<file path="config.mk">
export PLATFORM = sky130hd
export DESIGN_NAME = alu_issue_stage
export DESIGN_NICKNAME = d
export VERILOG_FILES = /design/src/rtl/alu_issue_stage.sv
export SDC_FILE = /design/constraint.sdc
export NUM_CORES = 1
export LEC_CHECK = 0
export BUFFER_PORTS_ARGS = -buffer_cell sky130_fd_sc_hd__buf_2
export CAP_MARGIN = 0
export CORE_ASPECT_RATIO = 2
export CORE_MARGIN = 5
export CORE_UTILIZATION = 47
export CTS_BUF_LIST = sky130_fd_sc_hd__clkbuf_16
export DETAILED_ROUTE_END_ITERATION = 6
export GPL_ROUTABILITY_DRIVEN = 0
export PLACE_DENSITY = 0.78
export SETUP_SLACK_MARGIN = 0.4
export SYNTH_ARGS = -nofsm -noshare
export SYNTH_HDL_FRONTEND = slang
export SYNTH_SLANG_ARGS = --single-unit
</file>
<file path="constraint.sdc">
create_clock -name clk -period 4.3 [get_ports clk]
set_input_delay 0.645 -clock clk [delete_from_list [all_inputs] [get_ports clk]]
set_output_delay 0.645 -clock clk [all_outputs]
set_load 0.05 [all_outputs]
</file>
<file path="src/rtl/alu_issue_stage.sv">
// Issue/writeback stage around a combinational 16-bit ALU: decodes, reads the register file
// with forwarding from the in-flight result, and retires td/PSW one cycle later.
module alu_issue_stage #(
    parameter int DATA_W  = 16,
    parameter int REG_N   = 8,
    parameter int SHAMT_W = 4
) (
    input  logic                     clk,
    input  logic                     rst,
    input  logic                     inst_valid,
    input  logic [15:0]              inst,
    output logic                     inst_ready,
    input  logic                     stall,
    input  logic                     cfg_we,
    input  logic [$clog2(REG_N)-1:0] cfg_addr,
    input  logic [DATA_W-1:0]        cfg_data,
    output logic [3:0]               Opcode,
    output logic [DATA_W-1:0]        alu_src1,
    output logic [DATA_W-1:0]        alu_src2,
    output logic [SHAMT_W-1:0]       Opcode_src3,
    output logic                     alu_valid,
    input  logic [DATA_W-1:0]        td,
    input  logic [2:0]               PSW,
    output logic [2:0]               psw_q,
    output logic                     illegal_op,
    output logic [15:0]              retire_cnt,
    input  logic [$clog2(REG_N)-1:0] dbg_addr,
    output logic [DATA_W-1:0]        dbg_data
);

    localparam int SEL_W = $clog2(REG_N);

    logic [DATA_W-1:0]  rf [REG_N];
    logic [SEL_W-1:0]   exe_rd;

    logic [3:0]         op_in;
    logic [SEL_W-1:0]   rd_in;
    logic [SEL_W-1:0]   rs1_in;
    logic [SEL_W-1:0]   rs2_in;
    logic [SHAMT_W-1:0] sh_in;
    logic               op_legal;
    logic               op_shift;
    logic               op_unary;
    logic               accept;
    logic               wb;
    logic [DATA_W-1:0]  opnd1;
    logic [DATA_W-1:0]  opnd2;

    assign op_in    = inst[15:12];
    assign rd_in    = inst[11:9];
    assign rs1_in   = inst[8:6];
    assign rs2_in   = inst[5:3];
    assign sh_in    = inst[SHAMT_W-1:0];
    assign op_legal = !op_in[3];
    assign op_shift = (op_in == 4'b0110) || (op_in == 4'b0111);
    assign op_unary = (op_in == 4'b0011);

    assign inst_ready = !stall && !rst;
    assign accept     = inst_valid && inst_ready;
    assign wb         = alu_valid && !stall;

    // The in-flight result retires on the same edge that reads it, so td is bypassed here.
    always_comb begin
        opnd1 = '0;
        if (rs1_in != '0) begin
            if (alu_valid && exe_rd == rs1_in) opnd1 = td;
            else                                opnd1 = rf[rs1_in];
        end
        opnd2 = '0;
        if (rs2_in != '0 && !op_shift && !op_unary) begin
            if (alu_valid && exe_rd == rs2_in) opnd2 = td;
            else                                opnd2 = rf[rs2_in];
        end
    end

    assign dbg_data = (dbg_addr == '0) ? '0 : rf[dbg_addr];

    always_ff @(posedge clk) begin
        if (rst) begin
            for (int i = 0; i < REG_N; i++) rf[i] <= '0;
            exe_rd      <= '0;
            Opcode      <= '0;
            alu_src1    <= '0;
            alu_src2    <= '0;
            Opcode_src3 <= '0;
            alu_valid   <= 1'b0;
            psw_q       <= '0;
            illegal_op  <= 1'b0;
            retire_cnt  <= '0;
        end else begin
            // Writeback is placed after the host write so it wins on a shared address.
            if (cfg_we && cfg_addr != '0) rf[cfg_addr] <= cfg_data;
            if (wb && exe_rd != '0)       rf[exe_rd]   <= td;
            if (wb) begin
                psw_q      <= PSW;
                retire_cnt <= retire_cnt + 16'd1;
            end

            illegal_op <= accept && !op_legal;

            if (accept) begin
                Opcode      <= op_in;
                exe_rd      <= rd_in;
                alu_src1    <= opnd1;
                alu_src2    <= opnd2;
                Opcode_src3 <= op_shift ? sh_in : '0;
                alu_valid   <= op_legal;
            end else if (!stall) begin
                alu_valid <= 1'b0;
            end
        end
    end

endmodule

</file>
**After elaboration in Yosys (flattened, before gate mapping)**

Memories as Yosys holds them, arrays and structs flattened.
Cells that the tools add are included.

- Shift-type cells: 0
- $add $sub $neg: 1
- $mul: 0
- Bitwise logic cells: 0
- Magnitude comparators: 0
- Div/mod/pow operators: 0
- Reduce and logical (&&, ||, !) cells: 23
- Equality and inequality tests: 6
- Multiplexer cells: 22

Operator list:

| kind | count |
|---|---|
| 16-bit two-way mux | 7 |
| 16-bit OR reduction | 2 |
| 16-bit by 1-bit adder with 16-bit output, second input constant | 1 |
| 1-bit two-way mux | 12 |
| 3-bit nonzero test | 4 |
| 1-bit logical AND | 10 |
| 4-bit by 3-bit == test with 1-bit output, second input constant | 2 |
| 3-bit == test | 2 |
| 3-bit two-way mux | 2 |
| 1-bit logical NOT | 5 |
| 4-bit by 2-bit == test with 1-bit output, second input constant | 1 |
| 4-bit two-way mux | 1 |
| 3-bit logical NOT | 1 |
| 2-bit by 1-bit inequality test with 1-bit output, second input constant | 1 |
| 1-bit logical OR | 1 |

- Memory bits (read-only): 0
- Register bits after elaboration: 64
- Output and inout port bits: 78
- Memory bits (writable): 128
- Bits of input ports: 62
- Memories: 1
- Logic and storage cells: 62
- Bits in latches: 0

Memory list:

| memory | depth | width | rd ports | clocked after Yosys merged registers in | wr ports | RTL line | RTL |
|---|---|---|---|---|---|---|---|
| rf | 8 | 16 | 3 | 0 | 8 | 33 | `logic [DATA_W-1:0] rf [REG_N];` |

**Depth between registers and ports, before layout**

Gate-level depths: netlist (run 1).

- Depth in word-level cells: 8
- Gate-level depth with buffers: 7
- Gate-level depth less buffers: 5

**Least setup slack after synthesis (run 1)**

Ideal clock, no wire load.

- Path kind: input -> output
- Start point: in dbg_addr[1]
- End point: out dbg_data[15]
- Data required time: 3.655 ns
- Cell stages on the path: 6
- Setup slack: 0.976 ns
- Arrival time: 2.679 ns
- Path buffers: 3
- Path through: clkbuf_1 > nor2b_1 > clkbuf_1 > clkbuf_1 > a22oi_1 > o21ai_0

- Cells in the longest elaborated chain, start to end: 2
- Elaborated cells between the ends (all ways): 3
- Those cells by class: 1 x mux; 1 x reduce/logical; 1 x memory

Ends and longest elaborated chain:

| item | RTL line | RTL |
|---|---|---|
| from (decl) | 27 | `input logic [$clog2(REG_N)-1:0] dbg_addr,` |
| memory 8 x 16 bit / 3-bit logical NOT (equally long branches) | - |  |
| 16-bit two-way mux * | 76 | `assign dbg_data = (dbg_addr == '0) ? '0 : rf[dbg_addr];` |
| to (decl) | 28 | `output logic [DATA_W-1:0] dbg_data` |

Every way passes the cells marked *; elsewhere a longest branch is shown, timed or not.

**Worst setup path after layout (run 1)**

- Start point: in dbg_addr[1]
- End point: out dbg_data[0]

Same word-level chain as after synthesis.

==> reports/metrics.csv, run 1 <==
metric,value,unit
rsz0062_at_grt,false,
fin_hold_ws,0.389,ns
clock_sinks,192,
vias_per_cell,6.81,
tns,0,ns
final_cells,1275,
ir_drop,0.224,mV
fillers,2007,
critical_path.top_delay_family,buffers and inverters,
cts_setup_buffers,0,
fin_crit,3.10,ns
final_cell_area,12600,µm²
tightestPinTransition,1.15,ns
syn_to_final_growth,11.3,%
async_flop_share,0,%
worstPathRequired,3.65,ns
setup_viol,0,
cts_resized,0,
cts.path.max_buffers,2,
grt_pass1_vias,8774,
muxShareOfSynthArea,23.1,%
timing.fmax,323,MHz
synth_compound_area_share,13.5,%
crit_fanout,33,
path_class,input port to output port,
status,"finished, final reports clean",
yosysSeqAreaShare,45.3,%
yosysMostFrequentCell,edfxtp_1,
initial_core_util,47.5,%
grt_pass1_wl,51200,µm
track_usage,24.8,%
hold_viol,0,
ys_types,57,
synth_top_area_share,34.0,%
place_inst,1241,
leakagePower,4.99,nW
yosys_warnings,0,
antenna_left,0,
power.total,4.34,mW
post-route-util,52.8,%
drt_iter0_markers,851,
cp.arrival,2.45,ns
maxSlewViolCount,0,
synth_seq_cells,192,
die-area,27400,µm²
postCtsHoldBufs,0,
layout_setup_ws,1.20,ns
min_period_over_period,72.0,%
antenna_found_initial,2,
core.rowCount,80,
vias,8689,
synth_top_family_by_area,multiplexers,
synthAdderAreaFrac,0.111,%
drcViolationCount,0,
dpl_cell_area,12000,µm²
ys.flop_type,edfxtp_1,
cp.buffers_inverters,4,
drt-total-wl,34400,µm
syn_area,11300,µm²
min_path_type,input port to register,
cp_cell_sequence,"buf_2, buf_4, nor2b_1, buf_4, a221oi_1, a21oi_1, buf_2",
cp-end-kind,output port,
core,23800,µm²
synth_area_leaders,"edfxtp_1 (34%), mux4_1 (13%), dfxtp_1 (11%), a22o_1 (6.2%), mux2_2 (4.8%)",
wire_per_inst,27.0,µm
synth_commonest_cells,"edfxtp_1 (128), a22o_1 (80), nand2_1 (77)",
relSlewSlack,23.1,%
die_x,120,µm
synth_edf_count,128,
avgSynthCellArea,13.1,µm²
synth_xor_area_share,1.16,%
drive_gt1_share,29.6,%
die_h,229,µm
clkLatencyLatePin,0.46,ns
grt_max_degree,35,
p_per_area,345,nW/µm²
clk_pin_slew,0.07,ns
yosys.area_share.simple,10.8,%
port_buffers,139,
ctsHtreeMaxLevel,4,
cts-root-buf,clkbuf_16,
slowest_stage,buf_4,
synth_cells,862,
grt-ovfl-total,0,
clock-skew-final,0.0168,ns
drv_cap,0,
nNetsFinal,1036,
post-place-ws,1.20,ns
firstDrtPassIters,6,
cts_tree,built,
yosysTopAreaCell,edfxtp_1,
slowest_delay,0.44,ns
cts_made_buffers,17,
start_kind,input port,
dpl.hpwl,22700,µm
ios,140,
[worst min-delay path: cells and delay by family]
family | cells | cell delay (ns)
AO/OA/AOI/OAI | 1 | 0.05
buffers and inverters | 1 | 0.07
AND/OR/NAND/NOR | 1 | 0.04
[final cells by class]
type | count | area (µm²) | area share (%)
timing repair buffer | 165 | 891 | 7.08
tap | 287 | 359 | 2.85
antenna | 2 | 5.00 | 0.0398
multi-input combinational | 576 | 5580 | 44.3
clock inverter | 14 | 100 | 0.795
clock buffer | 18 | 450 | 3.58
inverter | 21 | 78.8 | 0.626
sequential | 192 | 5120 | 40.7
[path summary, 6_finish.rpt]
| kind | slack (ns) | startpoint | cells after the start | end |
|---|---|---|---|---|
| worst max-delay path | 1.20 | dbg_addr[1] | 7 | dbg_data[0] |
| worst min-delay path | 0.39 | inst[10] | 3 | exe_rd[1]$_SDFFE_PP0P_ |
| worst max register to register | 1.52 | alu_valid$_SDFFE_PP0P_ | 4 | rf[2][2]$_DFFE_PP_ |
| worst min register to register | 0.46 | Opcode[3]$_SDFFE_PP0P_ | 2 | Opcode[3]$_SDFFE_PP0P_ |
[power by group]
part	internal [mW]	switching, mW	leakage [nW]
sequential	2.07	0.0722	1.79
clock	0.780	0.737	0.278
combinational	0.270	0.420	2.92
[flip-flops by register name, indices dropped and copies added, names as in the netlist, 3 cells and up]
name,count
exe_rd,3
Opcode_src3,4
rf,128
psw_q,3
alu_src1,16
retire_cnt,16
alu_src2,16
Opcode,4
[routing by layer]
metal	up-vias	GRT usage, %	wire [µm]	share of wire, %
met5	-	0	13	0.038
met4	2	16.5	2460	7.1
met3	162	5.46	3120	9.1
met2	569	43.5	17700	51
met1	4278	26.5	11100	32
li1	3678	-	-	-
[cells by family after synthesis]
logic type                 Yosys count
buffers and inverters              109
other                                1
AOI/OAI and AO/OA                  190
DFF                                192
muxes                              133
and+or+nand+nor                    221
adders and majority gates            1
xor gates and xnor gates            15
[cells in the final DEF, fill, tap and decap left out, drive strengths merged, types with 7 or more instances in the layout]
cell type    n
nand2       78
clkbuf      18
nand4        8
a221oi      15
dfxtp       64
edfxtp     128
mux4        80
a22o        80
mux2        48
xnor2        9
and2        30
a21oi       22
o21ai       26
nand2b       7
nand3       21
buf        165
inv         30
conb        16
a221o       31
nor2        29
nor3        10
No activity file was read; power rests on OpenSTA's default activity.
==> run 2, diff against run 1 <==
--- a/config.mk
+++ b/config.mk
@@ -5,6 +5,7 @@
 export SDC_FILE = /design/constraint.sdc
 export NUM_CORES = 1
 export LEC_CHECK = 0
+export ABC_AREA = 1
 export BUFFER_PORTS_ARGS = -buffer_cell sky130_fd_sc_hd__buf_2
 export CAP_MARGIN = 0
 export CORE_ASPECT_RATIO = 2
@@ -13,7 +14,7 @@
 export CTS_BUF_LIST = sky130_fd_sc_hd__clkbuf_16
 export DETAILED_ROUTE_END_ITERATION = 6
 export GPL_ROUTABILITY_DRIVEN = 0
-export PLACE_DENSITY = 0.78
+export PLACE_DENSITY = 0.77
 export SETUP_SLACK_MARGIN = 0.4
 export SYNTH_ARGS = -nofsm -noshare
 export SYNTH_HDL_FRONTEND = slang
==> constraint.sdc (replaced) <==
create_clock -name clk -period 2.87 [get_ports clk]
set_input_delay 0.4305 -clock clk [delete_from_list [all_inputs] [get_ports clk]]
set_output_delay 0.4305 -clock clk [all_outputs]
set_load 0.05 [all_outputs]
==> run 2 against run 1 <==
Against the previous run: the run now ends with design-rule violations left; sequential power grew 50%; first-iteration DRC count grew 100%; clock skew shrank 0.0013 ns; die area grew 6.9%; register-to-register slack lost 0.85 ns.
==> reports/metrics.csv, run 2 <==
metric,value,unit,change
leakagePower,5.93,nW,was 4.99 nW
dr_wl_met2,22200,µm,was 17700 µm
die_h,237,µm,was 229 µm
clock_sinks,192,,unchanged
min_period_over_period,81.3,%,
vias,12800,,was 8689
grt_max_degree,65,,was 35
hold_viol,0,,unchanged
postCtsHoldBufs,0,,unchanged
muxShareOfSynthArea,0,%,was 23.1%
syn_area,12100,µm²,was 11300 µm²
synth_area_leaders,"edfxtp_1 (32%), nand2_1 (14%), nand3_1 (13%), dfxtp_1 (11%), o21ai_0 (5.1%)",,"was edfxtp_1 (34%), mux4_1 (13%), dfxtp_1 (11%), a22o_1 (6.2%), mux2_2 (4.8%)"
syn_to_final_growth,12.3,%,was 11.3%
start_kind,input port,,unchanged
initial_core_util,47.5,%,about the same
cts.path.max_buffers,2,,unchanged
rr_startpoint,exe_rd[0]$_SDFFE_PP0P_,,was alu_valid$_SDFFE_PP0P_
violations,design-rule violations,,
cp_cell_sequence,"buf_2, inv_2, buf_4, o21ai_0, o22ai_1, o21ai_0, nor2_1, buf_2",,"was buf_2, buf_4, nor2b_1, buf_4, a221oi_1, a21oi_1, buf_2"
cts-root-buf,clkbuf_16,,unchanged
maxSlewViolCount,0,,unchanged
synthAdderAreaFrac,0.103,%,was 0.111%
ios,140,,unchanged
hp-start,inst[9],,was inst[10]
yosysTopAreaCell,edfxtp_1,,unchanged
track_usage,29.8,%,was 24.8%
post-route-util,53.4,%,was 52.8%
fillers,2459,,was 2007
cts_tree,built,,unchanged
routed.top_layer,met4,,was met5
ys.flop_type,edfxtp_1,,unchanged
tns,0,ns,unchanged
cp-end-kind,output port,,unchanged
synth_xor_area_share,0.144,%,was 1.16%
drive_gt1_share,16.8,%,was 29.6%
core,25500,µm²,was 23800 µm²
ctsHtreeMaxLevel,4,,unchanged
ir_drop,0.407,mV,was 0.224 mV
port_buffers,139,,unchanged
min_path_type,input port to register,,unchanged
final_cell_mix,"nand2_1 (451), nand3_1 (314), buf_2 (138)",,"was buf_2 (139), edfxtp_1 (128), a22o_1 (80)"
synth_commonest_cells,"nand2_1 (451), nand3_1 (314), nor2_1 (129)",,"was edfxtp_1 (128), a22o_1 (80), nand2_1 (77)"
drt-total-wl,44000,µm,was 34400 µm
drt_iter0_markers,1735,,was 851
yosysSeqAreaShare,42.2,%,was 45.3%
clkLatencyLatePin,0.47,ns,was 0.46 ns
slowest_delay,0.31,ns,was 0.44 ns
p_per_area,499,nW/µm²,was 345 nW/µm²
tightestPinTransition,0.726,ns,was 1.15 ns
ys_types,39,,was 57
synth_edf_count,128,,unchanged
yosys.area_share.simple,35.7,%,was 10.8%
clock-skew-final,0.0155,ns,was 0.0168 ns
grt_pass1_wl,67100,µm,was 51200 µm
die_x,124,µm,was 120 µm
cts_setup_buffers,0,,unchanged
top_register,rf,,unchanged
drv_cap,0,,unchanged
wl_met3,4430,µm,was 3120 µm
layout_commonest_cell,nand2_1,,was buf_2
cp.arrival,1.90,ns,was 2.45 ns
timing.fmax,428,MHz,
relSlewSlack,51.6,%,was 23.1%
drcViolationCount,12,,was 0
path_class,input port to output port,,unchanged
antenna_found_initial,2,,unchanged
met1_length,14500,µm,was 11100 µm
status,"complete, but fails checks",,"was finished, final reports clean"
largest_register_ffs,128,,unchanged
clk_pin_slew,0.08,ns,was 0.07 ns
firstDrtPassIters,7,,was 6
yosysMostFrequentCell,nand2_1,,was edfxtp_1
synth_top_family_by_area,simple AND/OR/NAND/NOR gates,,was multiplexers
wire_per_inst,20.8,µm,was 27.0 µm
slowest_stage,buf_2,,was buf_4
fin_crit,2.33,ns,
vias_per_cell,6.06,,was 6.81
rsz0062_at_grt,false,,unchanged
yosys_warnings,0,,unchanged
synth_seq_cells,192,,unchanged
die-area,29300,µm²,was 27400 µm²
cts_resized,0,,unchanged
crit_fanout,23,,was 33
grt-ovfl-total,0,,unchanged
cts_made_buffers,17,,unchanged
dpl.hpwl,31700,µm,was 22700 µm
core.rowCount,83,,was 80
avgSynthCellArea,7.30,µm²,was 13.1 µm²
worstPathRequired,2.44,ns,was 3.65 ns
grt_pass1_vias,11700,,was 8774
antenna_left,0,,unchanged
synth_compound_area_share,13.5,%,about the same
startpoint,dbg_addr[0],,was dbg_addr[1]
setup_viol,0,,unchanged
async_flop_share,0,%,unchanged
synth_cells,1663,,was 862
nNetsFinal,1819,,was 1036
synth_top_area_share,31.7,%,was 34.0%
-- run 2: changes by cell type in the layout (fill, tap and decap cells not counted), moves of 31 or more --
cell	delta
a221o_1	-31
a22o_1	-80
inv_1	+58
mux2_2	-48
mux4_1	-58
nand2_1	+374
nand3_1	+293
nor2_1	+101
o21ai_0	+97
o22ai_1	+79
-- run 2: logic make-up (layout without fill, tap and decap cells) --
kind of cell,count (synthesis),count (layout)
AOI/OAI and AO/OA,293,293
and+or+nand+nor,955,955
buffers and inverters,219,310
other,1,18
adders and majority gates,1,1
DFF,192,192
xor gates and xnor gates,2,2
-- run 2: cell type report --
type                       instances  area [µm²]  area share, %
antenna                            2        5.00         0.0367
clock inverter                    14         141           1.04
multi-input combinational       1267        6070           44.5
inverter                          95         359           2.63
sequential                       192        5120           37.6
timing repair buffer             183        1070           7.82
tap                              340         425           3.12
clock buffer                      18         450           3.30
-- run 2: layer usage --
layer | track usage [%] | vias to the layer above
met2 | 50.1 | 920
met4 | 17.5 | 0
met1 | 35.0 | 5852
met3 | 5.14 | 193
met5 | 0 | -
li1 | - | 5835
-- run 2: power by group --
| group | total [mW] | leakage [nW] | switching (mW) | internal [mW] |
|---|---|---|---|---|
| Clock | 2.41 | 0.291 | 1.21 | 1.21 |
| Sequential | 3.21 | 1.80 | 0.133 | 3.07 |
| Combinational | 1.18 | 3.83 | 0.856 | 0.327 |
| Total | 6.80 | 5.93 | 2.19 | 4.61 |
-- run 2: metrics by stage --
stage | power [mW] | std cells | cell area (µm²) | hold WS, ns | setup slack, ns
global placement | 4.39 | 2077 | 13000 | 0.452 | 0.533
detailed placement | 4.41 | 2077 | 13000 | 0.455 | 0.587
CTS | 6.76 | 2109 | 13600 | 0.190 | 0.566
finish | 6.80 | 2111 | 13600 | 0.201 | 0.536
global route | 7.02 | 2111 | 13600 | 0.209 | 0.511
floorplan | 4.01 | 1678 | 12200 | 0.541 | 0.543
-- run 2: worst paths after layout --
kind | to | slack [ns] | depth (start not counted)
worst max register to register | alu_src2[2]$_SDFFE_PP0P_ | 0.67 | 8
worst min register to register | Opcode[2]$_SDFFE_PP0P_ | 0.46 | 2
worst max-delay path | dbg_data[8] | 0.54 | 8
worst min-delay path | exe_rd[0]$_SDFFE_PP0P_ | 0.20 | 3
-- run 2: critical path: cells and delay by family --
family,cells,cell delay (ns)
compound gates,3,0.33
simple gates,1,0.20
buf+inv,4,0.93
==> run 3, diff against run 2 <==
==> constraint.sdc (replaced) <==
create_clock -name clk -period 2.2 [get_ports clk]
set_input_delay 0.33 -clock clk [delete_from_list [all_inputs] [get_ports clk]]
set_output_delay 0.33 -clock clk [all_outputs]
set_load 0.05 [all_outputs]
==> run 3 against run 2 <==
Against the previous run: the flow now finishes without violations; sequential cell count did not move; clock power is 30% higher; final cell count up 5.2%; sequential power increased by 30%; first-iteration DRC count increased by 17%; sequential share of layout area decreased by 3.3 points.
==> reports/metrics.csv, run 3 (synthesized netlist as in run 2, its figures left out) <==
metric,value,unit,change
status,"finished, final reports clean",,"was complete, but fails checks"
tns,0,ns,unchanged
initial_core_util,47.5,%,unchanged
clock_sinks,192,,unchanged
slowest_delay,0.40,ns,was 0.31 ns
hold_viol,0,,unchanged
ios,140,,unchanged
p_per_area,619,nW/µm²,was 499 nW/µm²
fin_hold_ws,0.109,ns,was 0.201 ns
maxSlewViolCount,0,,unchanged
p_seq_share,45.0,%,was 47.1%
grt_pass1_vias,13100,,was 11700
largest_register_ffs,128,,unchanged
final_cells,2221,,was 2111
clkLatencyLatePin,0.46,ns,was 0.47 ns
start_kind,register,,was input port
comb_power_share,21.2,%,was 17.4%
cts_made_buffers,17,,unchanged
routed.top_layer,met5,,was met4
startpoint,rf[1][13]$_DFFE_PP_,,was dbg_addr[0]
ir_drop,0.446,mV,was 0.407 mV
cts-root-buf,clkbuf_16,,unchanged
place_inst,2102,,was 2077
tightestPinTransition,0.590,ns,was 0.726 ns
path_class,register to output port,,was input port to output port
drt-total-wl,48500,µm,was 44000 µm
layout_commonest_cell,nand2_1,,unchanged
wire_per_inst,21.9,µm,was 20.8 µm
antenna_found_initial,2,,unchanged
drt_iter0_markers,2030,,was 1735
ctsHtreeMaxLevel,4,,unchanged
final_cell_mix,"nand2_1 (445), nand3_1 (306), buf_4 (145)",,"was nand2_1 (451), nand3_1 (314), buf_2 (138)"
port_buffers,139,,unchanged
drive_gt1_share,25.4,%,was 16.8%
cp_cell_sequence,"o21ai_1, o22ai_1, nor2_1, nor2_4, buf_12",,"was buf_2, inv_2, buf_4, o21ai_0, o22ai_1, o21ai_0, nor2_1, buf_2"
crit_fanout,2,,was 23
cp.arrival,1.65,ns,was 1.90 ns
firstDrtPassIters,7,,unchanged
final_cell_area,15000,µm²,was 13600 µm²
clock-skew-final,0.0104,ns,was 0.0155 ns
core,25500,µm²,unchanged
cp-end-kind,output port,,unchanged
dr_wl_met2,22800,µm,was 22200 µm
core.rowCount,83,,unchanged
relSlewSlack,60.7,%,was 51.6%
dpl_cell_area,13400,µm²,was 13000 µm²
vias_per_cell,6.11,,was 6.06
fin_crit,1.98,ns,
dpl.hpwl,33300,µm,was 31700 µm
hp-start,inst[13],,was inst[9]
die-area,29300,µm²,unchanged
die_h,237,µm,unchanged
setup_viol,0,,unchanged
worstPathRequired,1.87,ns,was 2.44 ns
clk_pin_slew,0.07,ns,was 0.08 ns
cts.path.max_buffers,2,,unchanged
slowest_stage,edfxtp_1,,was buf_2
power.total,9.27,mW,was 6.80 mW
wl_met3,5370,µm,was 4430 µm
grt_pass1_wl,73400,µm,was 67100 µm
cts_tree,built,,unchanged
vias,13600,,was 12800
rsz0062_at_grt,true,,was false
antenna_left,0,,unchanged
drcViolationCount,0,,was 12
top_register,rf,,unchanged
sw_frac_of_total,31.4,%,was 32.2%
grt-ovfl-total,0,,unchanged
min_period_over_period,89.9,%,
layout_setup_ws,0.223,ns,was 0.536 ns
internal-power,6.36,mW,was 4.61 mW
min_path_type,input port to register,,unchanged
post-route-util,58.6,%,was 53.4%
leakagePower,6.64,nW,was 5.93 nW
nNetsFinal,1931,,was 1819
grt_max_degree,65,,unchanged
track_usage,33.1,%,was 29.8%
timing.fmax,506,MHz,
switching_power,2.91,mW,was 2.19 mW
rr_startpoint,exe_rd[2]$_SDFFE_PP0P_,,was exe_rd[0]$_SDFFE_PP0P_
drv_cap,0,,unchanged
met1_length,15100,µm,was 14500 µm
post-place-ws,0.238,ns,was 0.587 ns
die_x,124,µm,unchanged
pwr-share-clk,33.9,%,was 35.5%
syn_to_final_growth,23.3,%,was 12.3%
## run 3: cell count changes in the layout (fill, tap and decap cells not counted), moves of 15 or more
cell / before / now
nor2_2: 5 / 21
o21ai_1: 29 / 81
buf_6: 0 / 17
o21ai_0: 123 / 57
nor2_4: 4 / 20
nor2_1: 129 / 97
buf_2: 138 / 123
buf_4: 42 / 145
## run 3: per-layer routing
metal	GRT usage, %	vias up
met2	52.5	1061
met5	0	-
li1	-	6079
met3	8.36	306
met4	29.3	2
met1	35.5	6124
## run 3: worst max-delay path: cells and delay by family (launching register included)
kind,cells,cell delay (ns)
compound gates,2,0.29
simple gates,2,0.32
flops,1,0.40
buf+inv,1,0.17
## run 3: area by class of cell
| class | count | area (µm²) |
|---|---|---|
| inverters | 95 | 359 |
| well taps | 340 | 425 |
| flip-flops and latches | 192 | 5130 |
| multi-input cells | 1267 | 6380 |
| clock inverters | 12 | 103 |
| clock buffers | 19 | 475 |
| fillers | 2278 | 10600 |
| repair buffers | 295 | 2090 |
| diodes | 1 | 2.50 |
## run 3: worst paths after layout
check	endpoint	slack, ns	cells after the start
worst max-delay path	dbg_data[13]	0.22	5
worst min register to register	alu_src1[0]$_SDFFE_PP0P_	0.47	2
worst min-delay path	Opcode[1]$_SDFFE_PP0P_	0.11	3
worst max register to register	alu_src2[8]$_SDFFE_PP0P_	0.47	8
## run 3: power groups by stage
stage / combinational, mW / clock (mW) / sequential, mW
floorplan: 1.02 / 0 / 4.26
global placement: 1.60 / 0 / 4.24
detailed placement: 1.63 / 0 / 4.25
CTS: 1.84 / 3.14 / 4.15
global route: 2.07 / 3.30 / 4.17
finish: 1.96 / 3.14 / 4.17
## run 3: repair_timing
action,in CTS,in global routing
setup buffers,73,14
hold buffers,0,0
cloned,0,0
pin swaps,75,22
setup endpoints to repair,71,92
gates resized for setup,112,39
